## src/rtl/cdb_pkg.sv

```systemverilog
// Shared constants and types for the common-data-bus arbiter.
// Holds default widths, the tag type and the two-state bus encoding.
package cdb_pkg;

    localparam int CDB_N_REQ  = 4;
    localparam int CDB_DATA_W = 16;
    localparam int CDB_TAG_W  = 3;

    typedef logic [CDB_TAG_W-1:0] cdb_tag_t;

    typedef enum logic {
        IDLE  = 1'b0,
        BCAST = 1'b1
    } cdb_state_e;

endpackage

```

## src/rtl/cdb_arbiter_rr_pick.sv

```systemverilog
// Round-robin winner search starting at ptr_i and wrapping modulo N_REQ.
// Purely combinational: one-hot winner, its index and an any-request flag.
module rr_pick #(
    parameter int N_REQ = 4,
    parameter int IW    = $clog2(N_REQ)
) (
    input  logic [N_REQ-1:0] req_i,
    input  logic [IW-1:0]    ptr_i,
    output logic [N_REQ-1:0] gnt_o,
    output logic [IW-1:0]    idx_o,
    output logic             any_o
);

    int          j;
    logic [IW-1:0] jj;

    // Walk from the farthest slot back to ptr so the nearest requester wins last
    always_comb begin
        gnt_o = '0;
        idx_o = '0;
        any_o = 1'b0;
        j     = 0;
        jj    = '0;
        for (int k = N_REQ - 1; k >= 0; k--) begin
            j = int'(ptr_i) + k;
            if (j >= N_REQ) j = j - N_REQ;
            jj = IW'(j);
            if (req_i[jj]) begin
                gnt_o     = '0;
                gnt_o[jj] = 1'b1;
                idx_o     = jj;
                any_o     = 1'b1;
            end
        end
    end

endmodule

```

## src/rtl/cdb_arbiter.sv

```systemverilog
// Round-robin arbiter driving a registered common data bus broadcast.
// Optional macro CDB_ARB_STATS_EN adds a saturating Bcast_Count output.
module cdb_arbiter
    import cdb_pkg::*;
#(
    parameter int N_REQ  = CDB_N_REQ,
    parameter int DATA_W = CDB_DATA_W,
    parameter int TAG_W  = CDB_TAG_W
) (
    input  logic                    Clock,
    input  logic                    Resetn,
    input  logic [N_REQ-1:0]        Req,
    input  logic [N_REQ*DATA_W-1:0] Data_in,
    input  logic [N_REQ*TAG_W-1:0]  Tag_in,
    input  logic                    Stall,
    output logic [N_REQ-1:0]        Grant,
    output logic                    CDB_Valid,
    output logic [DATA_W-1:0]       CDB_Data,
    output logic [TAG_W-1:0]        CDB_Tag
`ifdef CDB_ARB_STATS_EN
    ,
    output logic [15:0]             Bcast_Count
`endif
);

    localparam int IW = $clog2(N_REQ);

    cdb_state_e        state_q, state_d;
    logic [IW-1:0]     ptr_q, ptr_d;
    logic [DATA_W-1:0] data_q, data_d;
    logic [TAG_W-1:0]  tag_q, tag_d;

    logic [N_REQ-1:0]  pick_gnt;
    logic [IW-1:0]     pick_idx;
    logic              pick_any;
    logic              grant_en;

    rr_pick #(
        .N_REQ (N_REQ),
        .IW    (IW)
    ) u_pick (
        .req_i (Req),
        .ptr_i (ptr_q),
        .gnt_o (pick_gnt),
        .idx_o (pick_idx),
        .any_o (pick_any)
    );

    assign grant_en = Resetn & ~Stall & pick_any;
    assign Grant    = grant_en ? pick_gnt : '0;

    // State, pointer and bus payload registers with synchronous reset
    always_ff @(posedge Clock) begin
        if (!Resetn) begin
            state_q <= IDLE;
            ptr_q   <= '0;
            data_q  <= '0;
            tag_q   <= '0;
        end else begin
            state_q <= state_d;
            ptr_q   <= ptr_d;
            data_q  <= data_d;
            tag_q   <= tag_d;
        end
    end

    // Next state: a grant latches the winner's payload and advances the pointer
    always_comb begin
        state_d = grant_en ? BCAST : IDLE;
        ptr_d   = ptr_q;
        data_d  = data_q;
        tag_d   = tag_q;
        if (grant_en) begin
            ptr_d  = (pick_idx == IW'(N_REQ - 1)) ? '0 : pick_idx + IW'(1);
            data_d = Data_in[int'(pick_idx)*DATA_W +: DATA_W];
            tag_d  = Tag_in[int'(pick_idx)*TAG_W +: TAG_W];
        end
    end

    // Outputs: bus is valid exactly in the cycle after a grant
    always_comb begin
        CDB_Valid = (state_q == BCAST);
        CDB_Data  = data_q;
        CDB_Tag   = tag_q;
    end

`ifdef CDB_ARB_STATS_EN
    logic [15:0] cnt_q;

    // Saturating count of granted edges
    always_ff @(posedge Clock) begin
        if (!Resetn) begin
            cnt_q <= '0;
        end else if (grant_en && cnt_q != 16'hFFFF) begin
            cnt_q <= cnt_q + 16'd1;
        end
    end

    assign Bcast_Count = cnt_q;
`endif

endmodule

```

## config.mk

```make
export PLATFORM = sky130hd
export DESIGN_NAME = cdb_arbiter
export DESIGN_NICKNAME = d
export VERILOG_FILES = /design/src/rtl/cdb_pkg.sv /design/src/rtl/cdb_arbiter_rr_pick.sv /design/src/rtl/cdb_arbiter.sv
export SDC_FILE = /design/constraint.sdc
export NUM_CORES = 1
export LEC_CHECK = 0
export ABC_AREA = 1
export BUFFER_PORTS_ARGS = -buffer_cell sky130_fd_sc_hd__buf_2
export CAP_MARGIN = 30
export CORE_ASPECT_RATIO = 0.75
export CORE_MARGIN = 2
export CORE_UTILIZATION = 40
export DETAILED_ROUTE_END_ITERATION = 16
export PLACE_DENSITY = 0.85
export SLEW_MARGIN = 20
export SYNTH_ARGS = -nofsm -noshare
export SYNTH_HDL_FRONTEND = slang
export SYNTH_HIERARCHICAL = 1
export SYNTH_SLANG_ARGS = --single-unit
export TNS_END_PERCENT = 20
```

## constraint.sdc

```tcl
create_clock -name Clock -period 2.4 [get_ports Clock]
set_input_delay 0.24 -clock Clock [delete_from_list [all_inputs] [get_ports Clock]]
set_output_delay 0.24 -clock Clock [all_outputs]
set_load 0.03 [all_outputs]
```

* After elaboration in Yosys (flattened, before gate mapping)
Cells that the tools add are included.
Word-level totals: flip-flop bits (word level) 22, input port bits 83, output and inout bits 24, logic and storage cells 70
Operators by class: add/subtract/negate cells 8, multipliers 1, $lt $le $gt $ge 12, equal/unequal tests 1, shift operators 2, muxes and demuxes 35, bitwise operators 3, reductions and logical operators 4
Operators with widths (number):
- $shiftx 64x7->16 | 1
- $mux 4 | 5
- $mux 2 | 9
- $mux 1 | 13
- $lt 2x3->1 const B | 4
- $shiftx 12x5->3 | 1
- $ge 3x3->1 const B | 3
- $bmux 1 s2 | 4
- $demux 1 s2 | 4
- $ge 2x1->1 const B | 4
- $sub 2x1->2 const B | 4
- $add 2x2->3 const B | 2
- $logic_and 1x1->1 | 4
- $mul 2x2->4 const B | 1
- $add 2x1->3 const B | 1
- $ge 2x3->1 const B | 1
- $add 2x1->2 const B | 1
- $and 1x1->1 | 2
- $eq 2x2->1 const B | 1
- $not 1->1 | 1

* Logic depth before layout (Yosys ltp)
word-level depth 12, mapped depth 16, mapped depth without buffers 14

* Modules after synthesis
Netlist, hierarchy kept.
Modules (own cells, without submodules):
- cdb_arbiter | times used 1, cells each 232, area an instance 1382.6 um^2, seq. area each 440.4 um^2
- rr_pick | times used 1, cells each 88, area an instance 491.7 um^2, seq. area each 0.0 um^2

* Worst setup path before layout
No wires, ideal clock.
path type reg2out, start reg ptr_q[0], end out Grant[0], data arrival time 2.266 ns, required time 2.160 ns, slack -0.106 ns, stages on the path, launching flop included 13, buffers on the path 1, path through dfxtp_1 > inv_2 > ha_1 > inv_1 > nand3_2 > nand2_4 > inv_4 > nand3_1 > nand2_1 > nor2_4 > inv_2 > buf_2 > nor2_1
On the way: elaborated cells between the ends (all ways) 53
RTL lines:
- start: declaration | line cdb_arbiter.sv:29 | logic [IW-1:0] ptr_q, ptr_d;
- start signal: assignment | line cdb_arbiter.sv:61 | ptr_q <= ptr_d;
- $add 2x2->3 | line cdb_arbiter_rr_pick.sv:25 | j = int'(ptr_i) + k;
- $ge 3x3->1 / $sub 2x1->2 (equally long branches) | line cdb_arbiter_rr_pick.sv:26 | if (j >= N_REQ) j = j - N_REQ;
- $mux 2 | line cdb_arbiter_rr_pick.sv:26
- $bmux 1 s2 | line cdb_arbiter_rr_pick.sv:28 | if (req_i[jj]) begin
- $mux 1 (not written as such) | line cdb_arbiter_rr_pick.sv:28
- $mux 1 (3 in series) | line cdb_arbiter_rr_pick.sv:28
- $mux 1 * | line cdb_arbiter_rr_pick.sv:28
- named net pick_any | line cdb_arbiter.sv:35 | logic pick_any;
- $and 1x1->1 * | line cdb_arbiter.sv:49 | assign grant_en = Resetn & ~Stall & pick_any;
- $mux 4 * | line cdb_arbiter.sv:50 | assign Grant = grant_en ? pick_gnt : '0;
- end: declaration | line cdb_arbiter.sv:16 | output logic [N_REQ-1:0] Grant,
Mark *: on every way through the listed nets, which the timed path passes. The rest lies on a longest branch. The select of a mux whose other input is x is not followed.

* Worst setup path in the final report
start reg ptr_q[0], end out Grant[2]
Same word-level chain as after synthesis.

==> impl_metrics.env <==
export IMPL_status="completed"
export IMPL_synth_xor_area_share_pct=0
export IMPL_numCtsBuffers=3
export IMPL_routedWlPerCell_um=11.5
export IMPL_finalPower_mw=3.22
export IMPL_dieHeight_um=63.3
export IMPL_p_int_mw=1.45
export IMPL_p_leak_nw=1.45
export IMPL_syn_inst=320
export IMPL_hold_violations=0
export IMPL_finalSetupViolCount=0
export IMPL_worst_slew_pin_slew_ps=422
export IMPL_crit_slowest_cell="dfxtp_2"
export IMPL_antennaDiodeCount=0
export IMPL_clock_path_buffers=2
export IMPL_cp_data_required_time_ps=2160
export IMPL_synthesis_area_um2=1870
export IMPL_power_switching_mw=1.77
export IMPL_yosysTopAreaCell="nand3_1"
export IMPL_power_frac_clock_pct=8.2
export IMPL_cts_clk_slew_worst_paths_ps=80
export IMPL_maxCapViolCount=0
export IMPL_yosys_warnings=6
export IMPL_synthMuxAreaShare_pct=0
export IMPL_holdBufCountCts=0
export IMPL_n_fill_cell=458
export IMPL_p_seq_share_pct=18.7
export IMPL_grt_total_usage_pct=20.3
export IMPL_slew_headroom_pct=71.9
export IMPL_finalCriticalPeriod_ps=2270
export IMPL_period_share_pct=94.5
export IMPL_clk_insertion_delay_late_ps=260
export IMPL_grt_max_degree=39
export IMPL_min_path_cells=5
export IMPL_swShare_pct=55.0
export IMPL_pwr_share_comb_pct=73.1
export IMPL_grt_first_pass_wirelength_um=8980
export IMPL_io_pins=107
export IMPL_ir_worst_vdd_v=0.000527
export IMPL_final_common_cell="nand2_1"
export IMPL_skew_ps=5.79
export IMPL_grt_pass1_vias=2024
export IMPL_synth_simple_area_share_pct=57.2
export IMPL_cp_cell_sequence="inv_2 -> buf_4 -> nand2_1 -> nand3_1 -> nand2_4 -> nor2_1 -> nand3_1 -> nand2_1 -> nor2_4 -> inv_6 -> nor2_1 -> buf_2"
export IMPL_root_buffer="clkbuf_8"
export IMPL_core_um2=4490
export IMPL_critPathLaunchType="register"
export IMPL_ys_ff_latch=22
export IMPL_fin_util_pct=56.5
export IMPL_drv_slew=0
export IMPL_place_congestion=0.910
export IMPL_nNetsFinal=515
export IMPL_first_pass_iters=4
export IMPL_end_kind="output pin"
export IMPL_synth_top_family_by_area="simple AND/OR/NAND/NOR gates"
export IMPL_worstSetupPathType="register to output pin"
export IMPL_clock_sinks=22
export IMPL_worst_path_max_fanout=23
export IMPL_ys_seq_area_share_pct=23.5
export IMPL_antenna_found_initial=0
export IMPL_synth_adder_area_share_pct=6.01
export IMPL_core_rowCount=21
export IMPL_synth_cell_type_count=20
export IMPL_max_freq_mhz=441
export IMPL_area_growth_pct=35.5
export IMPL_finalWirelength_um=5520
export IMPL_h_tree_depth=1
export IMPL_drt_initial_drc_count=108
export IMPL_io_buffers=106
export IMPL_p_per_area_nw_per_um2=1270
export IMPL_postSynthAreaPerCell_um2=5.86
export IMPL_die_x_um=83.0
export IMPL_drc_errors=0
export IMPL_slowest_delay_ps=350
export IMPL_synth_area_top_cells="nand3_1 24%, nand2_1 24%, dfxtp_1 23%"
export IMPL_final_antenna_net_count=0
export IMPL_cts_tree="done"
export IMPL_viasPerCell=4.97
export IMPL_dp_hpwl_um=4080
export IMPL_worst_hold_path_type="input pin to register"
export IMPL_synth_net_count=412
export IMPL_via_count=2379
export IMPL_netlist_area_leader_share_pct=24.3
export IMPL_die_area_um2=5250
export IMPL_ff2ff_path_depth=13
export IMPL_drive_above_1_share_pct=33.6
export IMPL_layout_common_cells="120 x nand2_1, 103 x buf_2, 91 x nand3_1"
export IMPL_worstPathArrival_ps=2030
export IMPL_grt_overflow=0
export IMPL_synth_compound_area_share_pct=2.67
export IMPL_initial_core_util_pct=41.7
-- power by group through the flow --
stage	clock (mW)	combinational, mW	sequential, mW
6_report	0.262	2.35	0.602
5_1_grt	0.293	2.63	0.617
4_1_cts	0.271	2.29	0.598
3_5_place_dp	0	2.28	0.604
3_3_place_gp	0	2.23	0.606
2_1_floorplan	0	1.49	0.887
-- worst paths after layout --
check | startpoint | end | slack, ps
worst min-delay path | Data_in[7] | CDB_Data[7]$_SDFFE_PN0P_ | 290
worst max-delay path | ptr_q[0]$_SDFFE_PN0P_ | Grant[2] | 130
worst max register to register | ptr_q[1]$_SDFFE_PN0P_ | ptr_q[0]$_SDFFE_PN0P_ | 340
worst min register to register | CDB_Data[0]$_SDFFE_PN0P_ | CDB_Data[0]$_SDFFE_PN0P_ | 470
-- registers in the layout (all words and copies together), names as in the netlist --
signal     count
CDB_Valid      1
ptr_q          2
CDB_Data      16
CDB_Tag        3
-- cells by family (layout without fill, tap and decap cells) --
logic type,count (synthesis),count (layout)
and+or+nand+nor,237,237
DFF,22,22
buffers and inverters,42,144
AOI/OAI and AO/OA,10,10
adders and majority gates,9,9
-- cells in the mapped netlist, drive strengths merged --
library cell  instances
dfxtp                22
a21oi                 7
or2                   5
nor2                 13
ha                    9
nand3                94
o21ai                 3
clkbuf                2
buf                  15
nand2               125
inv                  25
-- worst max-delay path, delay by kind of cell, from the launching register on --
kind                   cells  cell delay (ps)
flip-flops                 1              350
buffers and inverters      4              520
AND/OR/NAND/NOR            8              900
-- layout make-up --
cell class	instances	area, um^2	share of cell area [%]
timing repair buffer	115	609	24.0
multi-input combinational	256	1260	49.6
clock buffer	4	55.1	2.17
tap	57	71.3	2.81
sequential	22	442	17.4
inverter	25	104	4.09
-- metrics by stage --
stage	hold slack [ps]	TNS, ps	instance area (um^2)	setup slack (ps)	cells
finish	287	0	2540	132	479
global route	301	-0.0737	2540	-0.0737	479
CTS	284	0	2490	32.4	478
detailed placement	462	0	2440	145	474
global placement	458	0	2440	246	474
floorplan	393	-423	1870	-106	320
-- per-layer routing --
layer / up-vias / track usage, % / wire length, um
met3: 4 / 5.11 / 404
met2: 96 / 33.3 / 2550
met5: - / 0 / 0
met4: 0 / 4.51 / 36
li1: 1232 / - / -
met1: 1047 / 27.1 / 2530
-- what timing repair did --
| item | CTS | global route |
|---|---|---|
| pin swaps | 0 | 3 |
| setup buffers | 0 | 1 |
| gates resized for setup | 1 | 14 |
| setup endpoints to repair | 4 | 23 |
(Power assumes the default switching activity.)
